### src/rtl/pcm_pwm_out.sv
// pcm_pwm_out: PCM sample FIFO feeding an edge-aligned PWM / first-order PDM amplifier output.
// Ports:
//   clk_i, reset_i           clock, asynchronous active-high reset
//   din_i, din_valid_i       PCM sample and its valid; accepted when din_ready_o=1
//   din_ready_o              FIFO not full (combinational)
//   mode_i                   0: PWM, 1: PDM; taken at period boundaries only
//   enable_i                 1: play, 0: idle with amplifier shut down
//   amp_pwm_o, amp_sd_o      modulated output, amplifier enable (both registered)
//   done_o                   one-cycle pulse after a sample is popped
//   underrun_o               sticky flag: boundary reached with the FIFO empty
//   fifo_level_o             FIFO occupancy
module pcm_pwm_out #(
  parameter int SAMPLE_W   = 16,
  parameter int PWM_BITS   = 8,
  parameter int DIV        = 4,
  parameter int FIFO_DEPTH = 4,
  parameter int SIGNED_IN  = 1
) (
  input  logic                          clk_i,
  input  logic                          reset_i,
  input  logic [SAMPLE_W-1:0]           din_i,
  input  logic                          din_valid_i,
  output logic                          din_ready_o,
  input  logic                          mode_i,
  input  logic                          enable_i,
  output logic                          amp_pwm_o,
  output logic                          amp_sd_o,
  output logic                          done_o,
  output logic                          underrun_o,
  output logic [$clog2(FIFO_DEPTH):0]   fifo_level_o
);
  localparam int AW = $clog2(FIFO_DEPTH);
  localparam int LW = AW + 1;
  localparam int CW = DIV > 1 ? $clog2(DIV) : 1;
  localparam logic [PWM_BITS-1:0] MID = PWM_BITS'(1) << (PWM_BITS - 1);
  logic [PWM_BITS-1:0] mem_q [FIFO_DEPTH];
  logic [AW-1:0]       wr_q, wr_d, rd_q, rd_d;
  logic [LW-1:0]       lvl_q, lvl_d;
  logic [CW-1:0]       cnt_q, cnt_d;
  logic [PWM_BITS-1:0] pcnt_q, pcnt_d, acc_q, acc_d, cur_q, cur_d;
  logic                mode_q, mode_d, pwm_q, pwm_d, sd_q, done_q, und_q, und_d;
  logic [SAMPLE_W-1:0] din_u;
  logic [PWM_BITS-1:0] din_duty;
  logic [PWM_BITS:0]   sum;
  logic                push, pop, tick, bnd, full, empty;
  logic                unused_lsbs;
  // Only the duty survives into the FIFO, so the offset-binary conversion happens on entry.
  assign din_u       = din_i ^ {(SIGNED_IN != 0), {(SAMPLE_W-1){1'b0}}};
  assign din_duty    = din_u[SAMPLE_W-1 -: PWM_BITS];
  assign unused_lsbs = ^din_u;
  assign full        = lvl_q == LW'(FIFO_DEPTH);
  assign empty       = lvl_q == '0;
  assign din_ready_o = !full;
  assign push        = din_valid_i && !full;
  assign tick        = enable_i && cnt_q == CW'(DIV - 1);
  assign bnd         = tick && &pcnt_q;
  // Pop uses the registered level, so a push landing on a boundary plays one period later.
  assign pop         = bnd && !empty;
  always_comb begin
    wr_d   = push ? wr_q + 1'b1 : wr_q;
    rd_d   = pop ? rd_q + 1'b1 : rd_q;
    lvl_d  = lvl_q + LW'(push) - LW'(pop);
    cnt_d  = !enable_i || tick ? '0 : cnt_q + 1'b1;
    pcnt_d = !enable_i ? '0 : pcnt_q + PWM_BITS'(tick);
    cur_d  = pop ? mem_q[rd_q] : bnd ? MID : cur_q;
    mode_d = bnd ? mode_i : mode_q;
    // The boundary tick already belongs to the new period, so it uses the new duty and mode.
    sum    = {1'b0, acc_q} + {1'b0, cur_d};
    acc_d  = !enable_i ? '0 : tick && mode_d ? sum[PWM_BITS-1:0] : acc_q;
    pwm_d  = !enable_i ? 1'b0 : !tick ? pwm_q : mode_d ? sum[PWM_BITS] : pcnt_d < cur_d;
    und_d  = !enable_i ? 1'b0 : (bnd && empty) || und_q;
  end
  always_ff @(posedge clk_i)
    if (push) mem_q[wr_q] <= din_duty;
  always_ff @(posedge clk_i or posedge reset_i) begin
    if (reset_i) begin
      wr_q   <= '0;
      rd_q   <= '0;
      lvl_q  <= '0;
      cnt_q  <= '0;
      pcnt_q <= '0;
      acc_q  <= '0;
      cur_q  <= MID;
      mode_q <= 1'b0;
      pwm_q  <= 1'b0;
      sd_q   <= 1'b0;
      done_q <= 1'b0;
      und_q  <= 1'b0;
    end else begin
      wr_q   <= wr_d;
      rd_q   <= rd_d;
      lvl_q  <= lvl_d;
      cnt_q  <= cnt_d;
      pcnt_q <= pcnt_d;
      acc_q  <= acc_d;
      cur_q  <= cur_d;
      mode_q <= mode_d;
      pwm_q  <= pwm_d;
      sd_q   <= enable_i;
      done_q <= pop;
      und_q  <= und_d;
    end
  end
  assign amp_pwm_o    = pwm_q;
  assign amp_sd_o     = sd_q;
  assign done_o       = done_q;
  assign underrun_o   = und_q;
  assign fifo_level_o = lvl_q;
endmodule

### config.mk
export PLATFORM = sky130hd
export DESIGN_NAME = pcm_pwm_out
export DESIGN_NICKNAME = d
export VERILOG_FILES = /design/src/rtl/pcm_pwm_out.sv
export SDC_FILE = /design/constraint.sdc
export NUM_CORES = 1
export LEC_CHECK = 0
export ABC_AREA = 1
export BUFFER_PORTS_ARGS = -buffer_cell sky130_fd_sc_hd__buf_2
export CAP_MARGIN = 40
export CORE_ASPECT_RATIO = 1.75
export CORE_UTILIZATION = 25
export DETAILED_ROUTE_END_ITERATION = 7
export GPL_TIMING_DRIVEN = 0
export HOLD_SLACK_MARGIN = 0.05
export PLACE_DENSITY_LB_ADDON = 0.12
export SYNTH_ARGS = -nofsm -noshare
export SYNTH_HDL_FRONTEND = slang
export SYNTH_SLANG_ARGS = --single-unit
### constraint.sdc
create_clock -name clk_i -period 2.6 [get_ports clk_i]
set_clock_uncertainty 0.05 [all_clocks]
set_input_delay 0.26 -clock clk_i [delete_from_list [all_inputs] [get_ports clk_i]]
set_output_delay 0.26 -clock clk_i [all_outputs]
set_load 0.1 [all_outputs]
---- Yosys cells after proc, flatten, opt, wreduce, memory -nomap -nowiden ----
Memories as Yosys holds them, arrays and structs flattened.
Cells that the tools add are included.
word-level totals
  logic and storage cells ................. 52
  input bits .............................. 21
  RAM bits ................................ 32
  memories kept ........................... 1
  bits in registers ....................... 38
cells by class
  magnitude comparators ................... 1
  mux-type cells .......................... 13
  reductions and logical operators ........ 13
  add/subtract/negate cells ............... 7
  equal/unequal tests ..................... 4
  bitwise logic cells ..................... 1
memory list
  memory  depth  width  read ports  clocked after Yosys merged registers in  wr ports  RTL line  text
  mem_q   4      8      1           0                                        1         36        logic [PWM_BITS-1:0] mem_q [FIFO_DEPTH];
operators by type and width
  operator                                               number
  two-way mux 8 bit                                      5
  adder 8 x 8 -> 9 bit                                   1
  adder 8 x 1 -> 8 bit                                   1
  less-than comparator 8 bit                             1
  AND reduction 8 bit                                    1
  two-way mux 1 bit                                      7
  adder 2 x 1 -> 2 bit, second input constant            3
  logical AND 1 bit                                      6
  inequality test 2 x 1 -> 1 bit, second input constant  2
  adder 3 x 1 -> 3 bit                                   1
  equality test 3 bit, second input constant             1
  logical NOT 1 bit                                      3
  logical NOT 3 bit                                      1
  subtractor 3 x 1 -> 3 bit                              1
  equality test 2 bit, second input constant             1
  logical OR 1 bit                                       2
  two-way mux 2 bit                                      1
  inverter 1 bit                                         1

---- Logic depth before layout (Yosys ltp) ----
  depth in word-level cells ............... 9
  mapped depth ............................ 19
  gate-level depth less buffers ........... 19

---- Worst setup path after synthesis ----
Ideal clock, no wire load.
  kind .................................... flip-flop to flip-flop
  start point ............................. reg lvl_q[2], in the netlist fifo_level_o[2]
  end point ............................... reg lvl_q[2], in the netlist fifo_level_o[2]
  required time ........................... 2425 ps
  cell stages (with the launch flop) ...... 9
  path buffers ............................ 0
  data arrival time ....................... 3231 ps
  setup time .............................. 125 ps
  setup slack ............................. -806 ps
  cells stage by stage .................... dfrtp_1 > nand2_1 > nand2_1 > ha_1 > inv_1 > ha_1 > inv_1 > fa_1 > xnor2_1
on the way
  word-level cells in the longest chain between the ends .. 5
RTL lines
  what                       RTL line  text
  start: declaration         38        logic [LW-1:0] lvl_q, lvl_d;
  start signal: assignment   92        lvl_q <= lvl_d;
  equality test 3 bit        51        assign full = lvl_q == LW'(FIFO_DEPTH);
  logical NOT 1 bit          n/a
  named net din_ready_o      23        output logic din_ready_o,
  logical AND 1 bit          54        assign push = din_valid_i && !full;
  adder 3 x 1 -> 3 bit       62        lvl_d = lvl_q + LW'(push) - LW'(pop);
  subtractor 3 x 1 -> 3 bit  62
  named net lvl_d[2]         38
The timed path passes the listed nets, and every way through them passes these cells.
A chain may end at the register's enable or synchronous reset.

---- Worst setup path in the final report ----
  start point ............................. reg cnt_q[0]
  end point ............................... reg pwm_q, in the netlist amp_pwm_o
on the way
  word-level cells in the longest chain between the ends .. 9
RTL lines
  what                                                                       RTL line  text
  start: declaration                                                         39        logic [CW-1:0] cnt_q, cnt_d;
  start signal: assignment                                                   93        cnt_q <= cnt_d;
  equality test 2 bit (*)                                                    55        assign tick = enable_i && cnt_q == CW'(DIV - 1);
  logical AND 1 bit (*)                                                      55
  logical AND 1 bit (*)                                                      56        assign bnd = tick && &pcnt_q;
  logical AND 1 bit (*)                                                      58        assign pop = bnd && !empty;
  named net pop                                                              45        logic push, pop, tick, bnd, full, empty;
  two-way mux 8 bit (*)                                                      65        cur_d = pop ? mem_q[rd_q] : bnd ? MID : cur_q;
  named net cur_d[0]                                                         40        logic [PWM_BITS-1:0] pcnt_q, pcnt_d, acc_q, acc_d, cur_q, cur_d;
  adder 8 x 8 -> 9 bit / less-than comparator 8 bit (equally long branches)  68, 70
  two-way mux 1 bit (*) (3 in a row)                                         70        pwm_d = !enable_i ? 1'b0 : !tick ? pwm_q : mode_d ? sum[PWM_BITS] : pcnt_d < cur_d;
  end signal: assignment                                                     98        pwm_q <= pwm_d;
  end: declaration                                                           41        logic mode_q, mode_d, pwm_q, pwm_d, sd_q, done_q, und_q, und_d;
The timed path passes the listed nets; every way through them passes the cells marked *. The select of a mux whose other input is x is not followed.

==> flow_metrics.tcl <==
set metrics [dict create \
    routed_wl_microns 7680 \
    final_cell_mix "nand2_1 (72), inv_1 (41), dfrtp_1 (33), edfxtp_1 (32), nor2_1 (31)" \
    grt_pass1_vias 2474 \
    clk_path_buf_depth 2 \
    ant_nets 0 \
    ir_drop_mv 0.501 \
    path_buf_inv 2 \
    status "finished, violations left" \
    grt_max_degree 35 \
    vias 2384 \
    ys.warnings.count 0 \
    fp.dieW_microns 89.4 \
    startpoint "cnt_q[0]" \
    min_period_ns 2.85 \
    endpoint "amp_pwm_o" \
    r2r-end "amp_pwm_o" \
    die_area_sq_um 13900 \
    whs_ns 0.0924 \
    synth_nets 381 \
    worst_skew_pair.late_latency_ns 0.33 \
    rrSetupSlack_ns -0.25 \
    numCtsBuffers 9 \
    relSlewSlack_pct 67.6 \
    synth_simple_gate_area_share_pct 16.6 \
    grt-ovfl-total 0 \
    reg2reg_depth 19 \
    ys_seq_area_share_pct 57.2 \
    num_rows 55 \
    maxCapViolations 0 \
    setup_viol 3 \
    power_uw 2550 \
    dr.pass1.iters 4 \
    synth-compound-area-share_pct 8.46 \
    power_density_nw_per_um2 589 \
    synth_seq_cells 70 \
    die_y_microns 155 \
    worstPathMaxFanout 4 \
    synth_xor_area_share_pct 2.10 \
    syn-cell-area_sq_um 3340 \
    synth_top_family_by_area "simple AND/OR/NAND/NOR gates" \
    drtIter0Drc 80 \
    setup.worst_path.end_class "flip-flop" \
    layout_commonest_cell "nand2_1" \
    p_leak_uw 0.00200 \
    tightest_slew_ns 0.489 \
    vias_per_cell 4.20 \
    timing.rr.start "cnt_q[0]" \
    crit_type "reg2reg" \
    layout_setup_ws_ns -0.249 \
    synth.area.mux_share_pct 0 \
    crit_cells 19 \
    worstHoldPathType "in2reg" \
    final_nets 438 \
    clk_pin_slew_ns 0.06 \
    synthAdderAreaFrac_pct 9.81 \
    clockRootBuffer "clkbuf_16" \
    syn2layout_area_growth_pct 29.7 \
    diodes 0 \
    avgRoutedWirePerCell_microns 13.5 \
    hold_viol 0 \
    slowest_stage "dfrtp_1" \
    synth.distinct_cells 30 \
    cp.required_ns 2.82 \
    startpoint_type "flip-flop" \
    dp_hpwl_microns 5560 \
    grt_pass1_wl_microns 12400 \
    cts.sinks 70 \
    path_cells "ha_4, nand2_4, nor2_4, nand3_4, nor2_4, inv_4, o21ai_4, ha_4, inv_2, fa_2, o21ai_2, nand2_1, nand2_1, a21oi_2, nor2_1, o21ai_1, a21oi_1, nand2_1, nand2_1" \
    gp_congestion 0.708 \
    layout-drive-gt1-share_pct 25.7 \
    multiInputGateArea_sq_um 1350 \
    drc 0 \
    syn_avg_cell_area_sq_um 9.98 \
    max_freq_mhz 351 \
    report.final.slew_viol_count 0 \
    slowest_delay_ns 0.38 \
    io_pins 29 \
    core-area_sq_um 13000 \
    grtUsageTotal_pct 12.5 \
    cp_data_arrival_time_ns 3.07 \
    syn_inst 335 \
    period_share_pct 110 \
    fill_cells 1322 \
    htreeDepth 3 \
    cts_tree "done" \
    path_common_cell "nand2_1" \
    seqCellArea_sq_um 1930 \
    violations "negative setup slack" \
    portBuffers 20 \
    cp_top_family "simple AND/OR/NAND/NOR gates" \
    rsz0062_at_grt "true" \
    start_util_pct 25.7 \
    antenna_found_initial 0 \
]
==> final cells by class <==
class                      instances  share of cell area [%]
sequential                        70                    44.4
multi-input combinational        214                    31.1
timing repair buffer              46                    7.41
clock buffer                       9                    5.19
tap                              171                    4.93
inverter                          47                    4.18
clock inverter                     7                    2.05
buffer                             4                   0.721
==> synthesized netlist by cell type (all sizes together) <==
master / instances / area share [%]
edfxtp: 32 / 29
dfstp: 1 / 0.79
buf: 2 / 0.30
or2: 2 / 0.37
clkbuf: 2 / 0.22
a32o: 4 / 1.2
xnor2: 2 / 0.52
ha: 23 / 8.6
nand4: 1 / 0.19
a211oi: 1 / 0.22
clkinv: 1 / 0.11
nor3: 2 / 0.30
nor2: 36 / 4.6
o22ai: 5 / 0.94
a22o: 1 / 0.26
nand3: 9 / 1.7
fa: 2 / 1.2
a21oi: 15 / 2.2
inv: 46 / 5.2
nand2: 80 / 9.2
and3: 1 / 0.19
o21ai: 24 / 3.6
xor2: 6 / 1.6
dfrtp: 37 / 28
==> registers in the layout, summed over array words and instances (netlist names) <==
| register | flops |
|---|---|
| pcnt_q | 8 |
| acc_q | 8 |
| mode_q | 1 |
| done_o | 1 |
| amp_sd_o | 1 |
| fifo_level_o | 3 |
| wr_q | 2 |
| cnt_q | 2 |
| amp_pwm_o | 1 |
| cur_q | 8 |
| rd_q | 2 |
| underrun_o | 1 |
| mem_q | 32 |
==> metal layers <==
metal | track usage (%) | routed length (microns) | up-vias
li1 | - | - | 1209
met1 | 12.0 | 2900 | 1135
met2 | 24.2 | 4380 | 26
met3 | 2.23 | 166 | 14
met4 | 6.73 | 234 | 0
met5 | 0 | 0 | -
==> worst min path at each step <==
stage / cells past startpoint / slack [ns] / start / endpoint
global placement: 1 / 0.38 / cnt_q[0] / cnt_q[0]
finish: 1 / 0.09 / din_i[11] / mem_q[2][3]
floorplan: 0 / 0.24 / enable_i / amp_sd_o
CTS: 1 / 0.08 / din_i[8] / mem_q[2][0]
detailed placement: 2 / 0.1 / reset_i / amp_pwm_o
global route: 1 / 0.09 / din_i[10] / mem_q[1][2]
==> timing repair <==
action | 4_1_cts | 5_1_grt
buffers inserted | 14 | 6
gates resized for setup | 19 | 14
gates cloned | 0 | 0
pin swaps | 7 | 1
hold buffers | 1 | 0
hold endpoints to repair | 37 | 0
setup endpoints to repair | 7 | 6
==> logic make-up (layout without fill, tap and decap cells) <==
logic type      after synthesis  count (layout)
flops                        70              70
buf+inv                      51             113
fa+ha+maj                    25              25
xor+xnor                      8               8
compound gates               50              50
simple gates                131             131
==> report_power, final <==
| group | internal, uW | leakage (uW) | switching [uW] | total (uW) |
|---|---|---|---|---|
| sequential | 1170 | 0.000779 | 7.40 | 1180 |
| combinational | 25.2 | 0.00107 | 58.8 | 84.0 |
| clock | 832 | 0.000149 | 461 | 1290 |
| total | 2030 | 0.00200 | 528 | 2550 |
==> per-stage QoR <==
step	worst slack, ns	area (sq um)	cells	util (%)	setup TNS, ns
after detailed placement	-0.668	3740	531	28.8	-2.13
after floorplan	-0.0123	3380	335	-	-0.0123
after global routing	-0.445	4340	568	33.3	-1.28
after CTS	-0.295	4250	562	32.7	-0.663
after global placement	-0.659	3690	526	28.4	-2.11
final	-0.249	4340	568	33.3	-0.425
(Power assumes the default switching activity.)
